## src/rtl/acc_tx.sv

```systemverilog
`default_nettype none
// ============================================================================
// Module   : acc_tx
// Purpose  : Bit-serial transmitter for the accumulator link. A 128-bit
//            operand buffer is written byte-wise. On start it is snapshotted
//            and sent as WORDS 32-bit frames on add/tx, word 0 first, MSB
//            first. Consecutive frames are separated by GAP idle cycles.
// Params   : WORDS (1..4) frames per burst, GAP (>=1) idle cycles between
//            frames.
// Ports    : clk, nRst (async, active-low)
//            wr/waddr/wdata    byte write into the operand buffer
//            start             begin a burst (ignored unless idle)
//            busy, done        burst in flight / one-cycle end pulse
//            add, tx           frame enable / serial data (registered)
//            chk_sel/chk_data  checksum byte readback (combinational)
// Options  : `define ACC_TX_CHECKSUM_EN to build a 128-bit running sum of
//            transmitted words mirroring the receiver; otherwise chk_data
//            reads 8'h00.
// Revision : 1.0 - initial release
// ============================================================================
module acc_tx #(
    parameter int WORDS = 4,
    parameter int GAP   = 1
) (
    input  logic       clk,
    input  logic       nRst,
    input  logic       wr,
    input  logic [3:0] waddr,
    input  logic [7:0] wdata,
    input  logic       start,
    output logic       busy,
    output logic       done,
    output logic       add,
    output logic       tx,
    input  logic [3:0] chk_sel,
    output logic [7:0] chk_data
);

    typedef enum logic [1:0] {
        S_IDLE = 2'd0,
        S_SEND = 2'd1,
        S_GAP  = 2'd2
    } state_t;

    localparam int              c_GW        = (GAP > 1) ? $clog2(GAP) : 1;
    localparam logic [c_GW-1:0] c_GAP_LAST  = c_GW'(GAP - 1);
    localparam logic [1:0]      c_WORD_LAST = 2'(WORDS - 1);

    state_t          r_state;
    logic [1:0]      r_word;
    logic [4:0]      r_bit;
    logic [c_GW-1:0] r_gap;
    logic [127:0]    r_buf;
    logic [127:0]    r_snap;

    logic [4:0]      w_bit_nxt;
    logic [1:0]      w_word_nxt;
    logic            w_frame_end;

    assign w_bit_nxt   = r_bit + 5'd1;
    assign w_word_nxt  = r_word + 2'd1;
    assign w_frame_end = (r_state == S_SEND) && (r_bit == 5'd31);

    // Operand buffer: writable at any time, including mid-burst.
    always_ff @(posedge clk or negedge nRst) begin
        if (!nRst) begin
            r_buf <= '0;
        end else if (wr) begin
            r_buf[{waddr, 3'b000} +: 8] <= wdata;
        end
    end

    // Transmit sequencer. tx is registered, so each transition preloads the
    // bit to be shown in the following cycle. Bit b of word i sits at
    // snap[32i + 31 - b], i.e. index {i, ~b}.
    always_ff @(posedge clk or negedge nRst) begin
        if (!nRst) begin
            r_state <= S_IDLE;
            r_word  <= '0;
            r_bit   <= '0;
            r_gap   <= '0;
            r_snap  <= '0;
            add     <= 1'b0;
            tx      <= 1'b0;
            busy    <= 1'b0;
            done    <= 1'b0;
        end else begin
            done <= 1'b0;
            unique case (r_state)
                S_IDLE: begin
                    r_word <= '0;
                    r_bit  <= '0;
                    if (start) begin
                        // Snapshot takes the pre-write buffer on a same-cycle write.
                        r_snap  <= r_buf;
                        tx      <= r_buf[31];
                        add     <= 1'b1;
                        busy    <= 1'b1;
                        r_state <= S_SEND;
                    end
                end
                S_SEND: begin
                    if (r_bit == 5'd31) begin
                        add   <= 1'b0;
                        tx    <= 1'b0;
                        r_bit <= '0;
                        r_gap <= '0;
                        if (r_word == c_WORD_LAST) begin
                            r_state <= S_IDLE;
                            r_word  <= '0;
                            busy    <= 1'b0;
                            done    <= 1'b1;
                        end else begin
                            r_state <= S_GAP;
                        end
                    end else begin
                        r_bit <= w_bit_nxt;
                        tx    <= r_snap[{r_word, ~w_bit_nxt}];
                    end
                end
                S_GAP: begin
                    if (r_gap == c_GAP_LAST) begin
                        r_state <= S_SEND;
                        r_word  <= w_word_nxt;
                        add     <= 1'b1;
                        tx      <= r_snap[{w_word_nxt, 5'b11111}];
                    end else begin
                        r_gap <= r_gap + c_GW'(1);
                    end
                end
                default: begin
                    r_state <= S_IDLE;
                end
            endcase
        end
    end

`ifdef ACC_TX_CHECKSUM_EN
    logic [127:0] r_sum;

    // Commits a frame's word as add drops, like the receiver. Frames cut
    // short by reset never reach bit 31 and so are never added.
    always_ff @(posedge clk or negedge nRst) begin
        if (!nRst) begin
            r_sum <= '0;
        end else if (w_frame_end) begin
            r_sum <= r_sum + {96'b0, r_snap[{r_word, 5'b00000} +: 32]};
        end
    end

    assign chk_data = r_sum[{chk_sel, 3'b000} +: 8];
`else
    logic w_unused_chk;
    assign w_unused_chk = ^{chk_sel, w_frame_end};
    assign chk_data     = 8'h00;
`endif

endmodule
`default_nettype wire
```

## config.mk

```make
export PLATFORM = sky130hd
export DESIGN_NAME = acc_tx
export DESIGN_NICKNAME = d
export VERILOG_FILES = /design/src/rtl/acc_tx.sv
export SDC_FILE = /design/constraint.sdc
export NUM_CORES = 1
export LEC_CHECK = 0
export BUFFER_PORTS_ARGS = -buffer_cell sky130_fd_sc_hd__clkbuf_2
export CORE_UTILIZATION = 35
export CTS_BUF_LIST = sky130_fd_sc_hd__clkbuf_8
export CTS_CLUSTER_SIZE = 8
export DETAILED_ROUTE_END_ITERATION = 8
export PLACE_DENSITY_LB_ADDON = 0.2
export REMOVE_ABC_BUFFERS = 1
export SYNTH_ARGS = -nofsm -noshare
export SYNTH_HDL_FRONTEND = slang
export SYNTH_SLANG_ARGS = --single-unit
```

## constraint.sdc

```tcl
create_clock -name clk -period 3.02 [get_ports clk]
set_clock_uncertainty 0.05 [all_clocks]
set_input_delay 0.604 -clock clk [delete_from_list [all_inputs] [get_ports clk]]
set_output_delay 0.604 -clock clk [all_outputs]
set_load 0.03 [all_outputs]
```

* Word level (Yosys, flattened, before mapping) *
Index checks and enable logic that the tools add are counted.

storage, ports and cells
  register bits after elaboration = 270
  bits of input ports = 20
  output and inout port bits = 12

operators by class
  bitwise logic cells = 1
  add/sub/neg operators = 4
  reduce and logical (&&, ||, !) cells = 11
  equal/unequal tests = 8
  mux-type cells = 32
  shift operators = 2
  order comparisons = 2

operators with widths
  kind                       number
  $bwmux W128                1
  $shift A8 B9 Y128 const A  1
  $shiftx A8 B9 Y128         1
  $lt A7 B8 Y1 const B       2
  $mux W1                    14
  $mux W2                    7
  $pmux W2 S3                2
  $reduce_and A4 Y1          3
  $pmux W5 S2                1
  $neg A7 Y9                 1
  $bmux W1 S7                1
  $pmux W1 S3                2
  $reduce_and A3 Y1          2
  $add A5 B1 Y5 const B      1
  $eq A5 B5 Y1 const B       1
  $mux W5                    1
  $not A5 Y5                 1
  $eq A2 B2 Y1 const B       2
  $ne A2 B1 Y1 const B       2
  $ne A2 B2 Y1 const B       2
  $pmux W1 S2                2
  $reduce_and A2 Y1          2
  $reduce_bool A2 Y1         2
  $reduce_bool A3 Y1         1
  other kinds (5)            5

* Longest topological paths before layout *
Gate-level depths: netlist of run 1.

  word-level depth = 6
  depth in mapped cells = 9

* Worst setup path after synthesis of run 1 *
No wires, ideal clock.

  path kind = register to register
  start point = reg r_bit[1]
  end point = reg tx
  arrival time = 2.465 ns
  period minus slack after synthesis = 2.607 ns
  slack = 0.413 ns
  library setup time = 0.092 ns
  stages on the path, launching flop included = 10
  path buffers = 1
  path through = dfrtp_1 > ha_1 > xor2_4 > and2_1 > clkbuf_1 > a22oi_1 > a21oi_1 > or4_1 > a311o_1 > o31ai_2

between the ends
  cells in the longest elaborated chain, start to end = 6
  elaborated cells between the ends (all ways) = 7
  those cells by class = 1 x add/sub; 1 x eq/ne; 4 x mux; 1 x bitwise

ends and longest elaborated chain
  element                        RTL line  source
  start, declared                51        logic [4:0] r_bit;
  start signal, assigned         117       r_bit <= w_bit_nxt;
  $add A5 B1 Y5                  60        assign w_bit_nxt = r_bit + 5'd1;
  $not A5 Y5                     118       tx <= r_snap[{r_word, ~w_bit_nxt}];
  $bmux W1 S7                    118
  $mux W1 (not written as such)  118
  $mux W1 *                      103       if (r_bit == 5'd31) begin
  $pmux W1 S3 *                  89        unique case (r_state)
  end signal, assigned           96        tx <= r_buf[31];
  end signal, assigned           118
  end signal, assigned           126       tx <= r_snap[{w_word_nxt, 5'b11111}];
  end, declared                  34        output logic tx,

Every way passes the cells marked *; elsewhere a longest branch is shown, timed or not. The select of a mux whose other input is x is not followed.
A chain may end at the register's enable or synchronous reset.

* Worst setup path after layout of run 1 *
  start point = reg r_bit[0]
  end point = reg tx

The elaborated chain is that of the path after synthesis.

==> results.sh, run 1 <==
export IMPL_p_comb_share_pct=28.8
export IMPL_drtIter0Drc=360
export IMPL_ant_nets=0
export IMPL_tritoncts="yes"
export IMPL_drcViolationCount=0
export IMPL_register_area_sq_um=6740
export IMPL_synth_top_family_by_area="multiplexers"
export IMPL_grt_pass1_wl_mm=41.0
export IMPL_timing_hold_ws_ps=400
export IMPL_finish_instance_area_sq_um=13300
export IMPL_cts_root_buffer="clkbuf_8"
export IMPL_sequentialPowerShare_pct=43.8
export IMPL_synthCells=847
export IMPL_drt_total_wl_mm=25.4
export IMPL_path_cells="ha_1, xor2_4, and2_2, a22oi_1, a21oi_1, or4_1, a311o_1, o31ai_2"
export IMPL_synth_most_common_cell="dfrtp_1"
export IMPL_areaGrowthSynthToFinish_pct=14.6
export IMPL_run_status="finished clean"
export IMPL_cp_end_kind="register"
export IMPL_cts_sinks=269
export IMPL_coreArea_sq_um=32600
export IMPL_grt_setup_unrepaired="false"
export IMPL_switching_share_pct=31.1
export IMPL_die_height_um=184
export IMPL_synth_area_leaders="dfrtp_1 58%, mux2_2 21%, mux2i_1 5.2%, mux4_2 1.9%, o21ai_0 1.9%"
export IMPL_hold_viol=0
export IMPL_yosysWarnings=0
export IMPL_crit_slowest_cell="or4_1"
export IMPL_seq_area_frac_synth_pct=57.8
export IMPL_htreeDepth=2
export IMPL_crit_type="reg2reg"
export IMPL_synthDistinctLibCells=43
export IMPL_finalPower_uw=11700
export IMPL_syn_area_per_cell_sq_um=13.7
export IMPL_die_x_um=184
export IMPL_wl_per_cell_um=18.4
export IMPL_fin_util_pct=40.9
export IMPL_clk_pin_slew_worst_paths_ps=60
export IMPL_vias_per_cell=4.92
export IMPL_synthTopCellsByCount="269 x dfrtp_1, 216 x mux2_2, 61 x mux2i_1, 47 x nand2_1, 44 x o21ai_0"
export IMPL_dieArea_sq_um=34000
export IMPL_grt_usage_pct=15.8
export IMPL_numCtsBuffers=46
export IMPL_dp_hpwl_mm=16.3
export IMPL_grt_max_degree=75
export IMPL_setup_violations=0
export IMPL_synth_seq_cells=269
export IMPL_grt_overflow_total=0
export IMPL_tightest_slew_ps=796
export IMPL_fmax_ghz=0.344
export IMPL_num_rows=66
export IMPL_arrival_ps=3320
export IMPL_grtUsageMet3_pct=3.00
export IMPL_firstDrtPassIters=4
export IMPL_p_int_uw=8070
export IMPL_pwr_share_clk_pct=27.4
export IMPL_p_switching_uw=3640
export IMPL_synth_edf_count=0
export IMPL_max_slew_margin_rel_pct=46.1
export IMPL_post_route_min_period_ps=2910
export IMPL_use_met1_pct=22.5
export IMPL_required_ps=3430
export IMPL_cp_top_family="simple AND/OR/NAND/NOR gates"
export IMPL_n_antenna_cell=0
export IMPL_cts_buffer_depth=3
export IMPL_cts_setup_buffers=0
export IMPL_synthMuxAreaShare_pct=28.1
export IMPL_period_share_pct=96.3
export IMPL_leakage_uw=0.00617
export IMPL_synth_compound_area_share_pct=4.91
export IMPL_synthSimpleGateAreaFrac_pct=5.01
export IMPL_power_density_nw_per_um2=878
export IMPL_num_nets_final=932
export IMPL_initial_utilization_pct=35.7
export IMPL_vias=6792
export IMPL_synth_largest_area_cell="dfrtp_1"
export IMPL_clk_latency_ps=560
export IMPL_port_buffers=19
export IMPL_nFillCells=3067
export IMPL_drv_slew=0
export IMPL_grt_busiest_layer="met2"
export IMPL_synth_flop_cell="dfrtp_1"
export IMPL_async_flop_share_pct=100
export IMPL_path_buf_inv=0
export IMPL_maxCapViolations=0
export IMPL_worstPathMaxFanout=9
export IMPL_vdd_drop_max_v=0.000413
export IMPL_netlist_area_sq_um=11600
export IMPL_ios=32
export IMPL_grt_pass1_vias=7017
export IMPL_antenna_found_initial=0
export IMPL_synth_xor_area_share_pct=0.462
export IMPL_hold_class="in2reg"
export IMPL_drive_above_1_share_pct=38.4
export IMPL_use_met2_pct=24.5
export IMPL_synth_top_area_share_pct=57.8
export IMPL_startpoint_type="register"
export IMPL_gp_congestion=0.793
export IMPL_synth_adder_area_share_pct=1.08
export IMPL_multi_input_area_sq_um=4650
export IMPL_critPathMaxStageDelay_ps=590
export IMPL_place_area_sq_um=12400
-- cell usage in the layout (no fill, tap or decap), types with 10 or more instances in the layout --
cell type	instances
buf_4	25
inv_1	34
clkbuf_8	55
nand2_1	46
clkbuf_2	18
nor2_1	13
nand3_1	14
mux2i_1	61
dfrtp_1	268
mux2_2	216
o21ai_0	43
a21oi_1	17
a22oi_1	22
ha_1	10
mux4_2	10
-- flip-flops by register name, summed over array words and instances, names as in the netlist --
| name | cells |
|---|---|
| add | 1 |
| busy | 1 |
| done | 1 |
| r_bit | 5 |
| r_buf | 128 |
| r_snap | 128 |
| r_state | 2 |
| r_word | 2 |
| tx | 1 |
-- worst reg2reg max path, stage by stage, from the launching register on --
cell     delay [ps]
dfrtp_4         480
ha_1            280
xor2_4          240
and2_2          310
a22oi_1         200
a21oi_1         110
or4_1           590
a311o_1         390
o31ai_2         160
-- worst paths after layout --
kind	depth (start not counted)	start	slack, ps	to
min in group asynchronous	2	nRst	540	r_snap[100]
setup reg to reg	8	r_bit[0]	110	tx
hold / removal	3	start	400	busy
hold reg to reg	2	r_buf[75]	420	r_buf[75]
max in group asynchronous	3	nRst	1610	r_buf[91]
setup / recovery	8	r_bit[0]	110	tx
-- timing repair --
item	4_1_cts	5_1_grt
endpoints found under the hold margin	59	0
setup endpoints to repair	0	1
hold buffers	1	0
resized for setup	0	6
-- power groups by stage --
stage | Combinational [uW] | Clock [uW] | Sequential (uW)
floorplan | 2350 | 0 | 5160
global placement | 3360 | 0 | 5170
detailed placement | 3400 | 0 | 5200
CTS | 3410 | 3350 | 5140
global route | 3680 | 3510 | 5270
finish | 3370 | 3210 | 5130
-- final cells by class --
type,instances,area share [%]
flip-flops and latches,269,50.5
multi-input cells,519,34.9
inverters,15,0.422
repair buffers,51,3.17
well taps,442,4.15
clock buffers,55,5.68
clock inverters,29,1.16
-- through the flow --
| step | std cells | TNS, ps | setup slack [ps] |
|---|---|---|---|
| 2_1_floorplan | 803 | -141580 | -1340 |
| 3_3_place_gp | 1295 | 0 | 163 |
| 3_5_place_dp | 1295 | 0 | 108 |
| 4_1_cts | 1380 | 0 | 83.2 |
| 5_1_grt | 1380 | 0 | 0.798 |
| 6_report | 1380 | 0 | 112 |
-- logic make-up (layout without fill, tap and decap cells) --
logic type                 after synthesis  count (layout)
AOI/OAI and AO/OA                       94              94
xor gates and xnor gates                 4               4
adders and majority gates               10              10
buffers and inverters                   66             150
DFF                                    269             269
muxes                                  287             287
other                                    1               8
and+or+nand+nor                        116             116
-- per-layer routing --
metal  part of all wire [%]  up-vias
met4                    1.6        0
met1                     49     3510
li1                       -     3139
met5                      0        -
met2                     46      100
met3                    3.7       43
(Power assumes the default switching activity.)
==> inputs of run 2 (changes only) <==
--- a/config.mk
+++ b/config.mk
@@ -12,6 +12,7 @@
 export DETAILED_ROUTE_END_ITERATION = 8
 export PLACE_DENSITY_LB_ADDON = 0.2
 export REMOVE_ABC_BUFFERS = 1
+export SETUP_SLACK_MARGIN = 0.3
 export SYNTH_ARGS = -nofsm -noshare
 export SYNTH_HDL_FRONTEND = slang
 export SYNTH_SLANG_ARGS = --single-unit
==> run 2 against run 1 <==
Clock power about the same; flip-flop and latch count unchanged; critical path depth unchanged; routed wire length up 2.3%; combinational power rose by 7.4%; sequential power hardly changed; sequential share of layout area is 0.65 points lower; count of clock-buffer cells in the layout unchanged; worst setup slack gained 270 ps; critical path type unchanged; highest routed layer unchanged.
==> results.sh, run 2 (synthesized netlist as in run 1, its figures left out) <==
export IMPL_run_status="finished clean"
export IMPL_grt_max_degree=75
export IMPL_required_ps=3430
export IMPL_crit_type="reg2reg"
export IMPL_tritoncts="yes"
export IMPL_grt_overflow_total=0
export IMPL_place_area_sq_um=12400
export IMPL_htreeDepth=2
export IMPL_cts_root_buffer="clkbuf_8"
export IMPL_post_route_min_period_ps=2640
export IMPL_antenna_found_initial=0
export IMPL_dp_hpwl_mm=16.3
export IMPL_gp_congestion=0.793
export IMPL_ios=32
export IMPL_power_density_nw_per_um2=887
export IMPL_tightest_slew_ps=811
export IMPL_clk_pin_slew_worst_paths_ps=60
export IMPL_die_height_um=184
export IMPL_startpoint_type="register"
export IMPL_clk_latency_ps=560
export IMPL_numCtsBuffers=46
export IMPL_maxCapViolations=0
export IMPL_ant_nets=0
export IMPL_setup_violations=0
export IMPL_cts_sinks=269
export IMPL_period_share_pct=87.4
export IMPL_die_x_um=184
export IMPL_drtIter0Drc=377
export IMPL_n_antenna_cell=0
export IMPL_cpMostUsedCell="ha_4"
export IMPL_nFillCells=3056
export IMPL_drt_total_wl_mm=26.0
export IMPL_critPathMaxStageDelay_ps=550
export IMPL_vias=6791
export IMPL_path_buf_inv=0
export IMPL_largestRegisters="r_buf x128, r_snap x128, r_bit x5"
export IMPL_leakage_uw=0.00622
export IMPL_drv_slew=0
export IMPL_grt_setup_unrepaired="false"
export IMPL_vdd_drop_max_v=0.000413
export IMPL_timing_hold_ws_ps=399
export IMPL_port_buffers=19
export IMPL_drcViolationCount=0
export IMPL_cp_top_family="simple AND/OR/NAND/NOR gates"
export IMPL_fmax_ghz=0.379
export IMPL_dieArea_sq_um=34000
export IMPL_wl_per_cell_um=18.8
export IMPL_coreArea_sq_um=32600
export IMPL_cts_buffer_depth=3
export IMPL_path_cells="ha_4, and3_1, ha_4, or2_4, a21oi_1, or4_4, a311o_1, o31ai_2"
export IMPL_fin_util_pct=41.4
export IMPL_vias_per_cell=4.91
export IMPL_worstPathMaxFanout=6
export IMPL_crit_slowest_cell="or4_4"
export IMPL_grt_pass1_vias=7019
export IMPL_layout_commonest_cell="dfrtp_1"
export IMPL_grt_pass1_wl_mm=41.4
export IMPL_drive_above_1_share_pct=40.0
export IMPL_hold_class="in2reg"
export IMPL_initial_utilization_pct=35.7
export IMPL_num_nets_final=936
export IMPL_num_rows=66
export IMPL_cp_end_kind="register"
export IMPL_arrival_ps=3050
export IMPL_firstDrtPassIters=4
export IMPL_hold_viol=0
export IMPL_grt_usage_pct=16.0
export IMPL_final_cell_mix="268 x dfrtp_1, 216 x mux2_2, 61 x mux2i_1"
export IMPL_areaGrowthSynthToFinish_pct=16.1
export IMPL_finish_instance_area_sq_um=13500
export IMPL_max_slew_margin_rel_pct=45.1
run 2: changes by cell type in the layout (fill, tap and decap cells not counted), moves of 2 or more:
cell     before  now
a22oi_1      22   17
ha_1         10    8
a22oi_2       2    7
ha_4          0    2
run 2: final cells by class:
type,instances,area [sq um],share of cell area [%]
Multi-Input combinational cell,519,4740,35.1
Clock buffer,55,757,5.60
Sequential cell,269,6740,49.9
Clock inverter,29,155,1.15
Timing Repair Buffer,55,507,3.75
Tap cell,442,553,4.09
Inverter,15,56.3,0.417
run 2: power breakdown:
part           internal [uW]  total, uW  leakage (uW)  switching (uW)
sequential              4640       5140       0.00349             510
combinational           1860       3620       0.00219            1770
clock                   1740       3210      0.000539            1470
total                   8230      12000       0.00622            3750
run 2: worst min-delay path: cells and delay by family:
kind / cells / cell delay (ps)
AOI/OAI and AO/OA: 2 / 220
buffers and inverters: 1 / 130
run 2: repair_timing:
item	4_1_cts	5_1_grt
gates resized for setup	13	13
setup buffers	1	1
hold buffers	1	0
setup endpoints to repair	1	1
pin swaps	1	1
gates cloned	1	1
hold endpoints to repair	59	0
run 2: layer usage:
| layer | global-route usage, % | routed length [um] | up-vias |
|---|---|---|---|
| met4 | 4.53 | 409 | 0 |
| met2 | 24.9 | 11900 | 97 |
| met1 | 22.9 | 12700 | 3496 |
| met3 | 2.75 | 960 | 42 |
| li1 | - | - | 3156 |
| met5 | 0 | 0 | - |
run 2: through the flow:
stage | cells | worst slack [ps] | total power (uW) | TNS, ps
CTS | 1382 | 303 | 12000 | 0
global placement | 1295 | 163 | 8530 | 0
floorplan | 803 | -1340 | 7510 | -141580
detailed placement | 1295 | 108 | 8600 | 0
global route | 1384 | 300 | 12700 | 0
finish | 1384 | 381 | 12000 | 0
run 2: worst paths after layout:
| kind | to | from | slack (ps) | cells past startpoint |
|---|---|---|---|---|
| max | tx | r_bit[0] | 380 | 8 |
| min | busy | start | 400 | 3 |
| max reg2reg | tx | r_bit[0] | 380 | 8 |
| min reg2reg | r_buf[75] | r_buf[75] | 420 | 2 |
| max in group asynchronous | r_buf[91] | nRst | 1610 | 3 |
| min in group asynchronous | r_snap[100] | nRst | 540 | 2 |
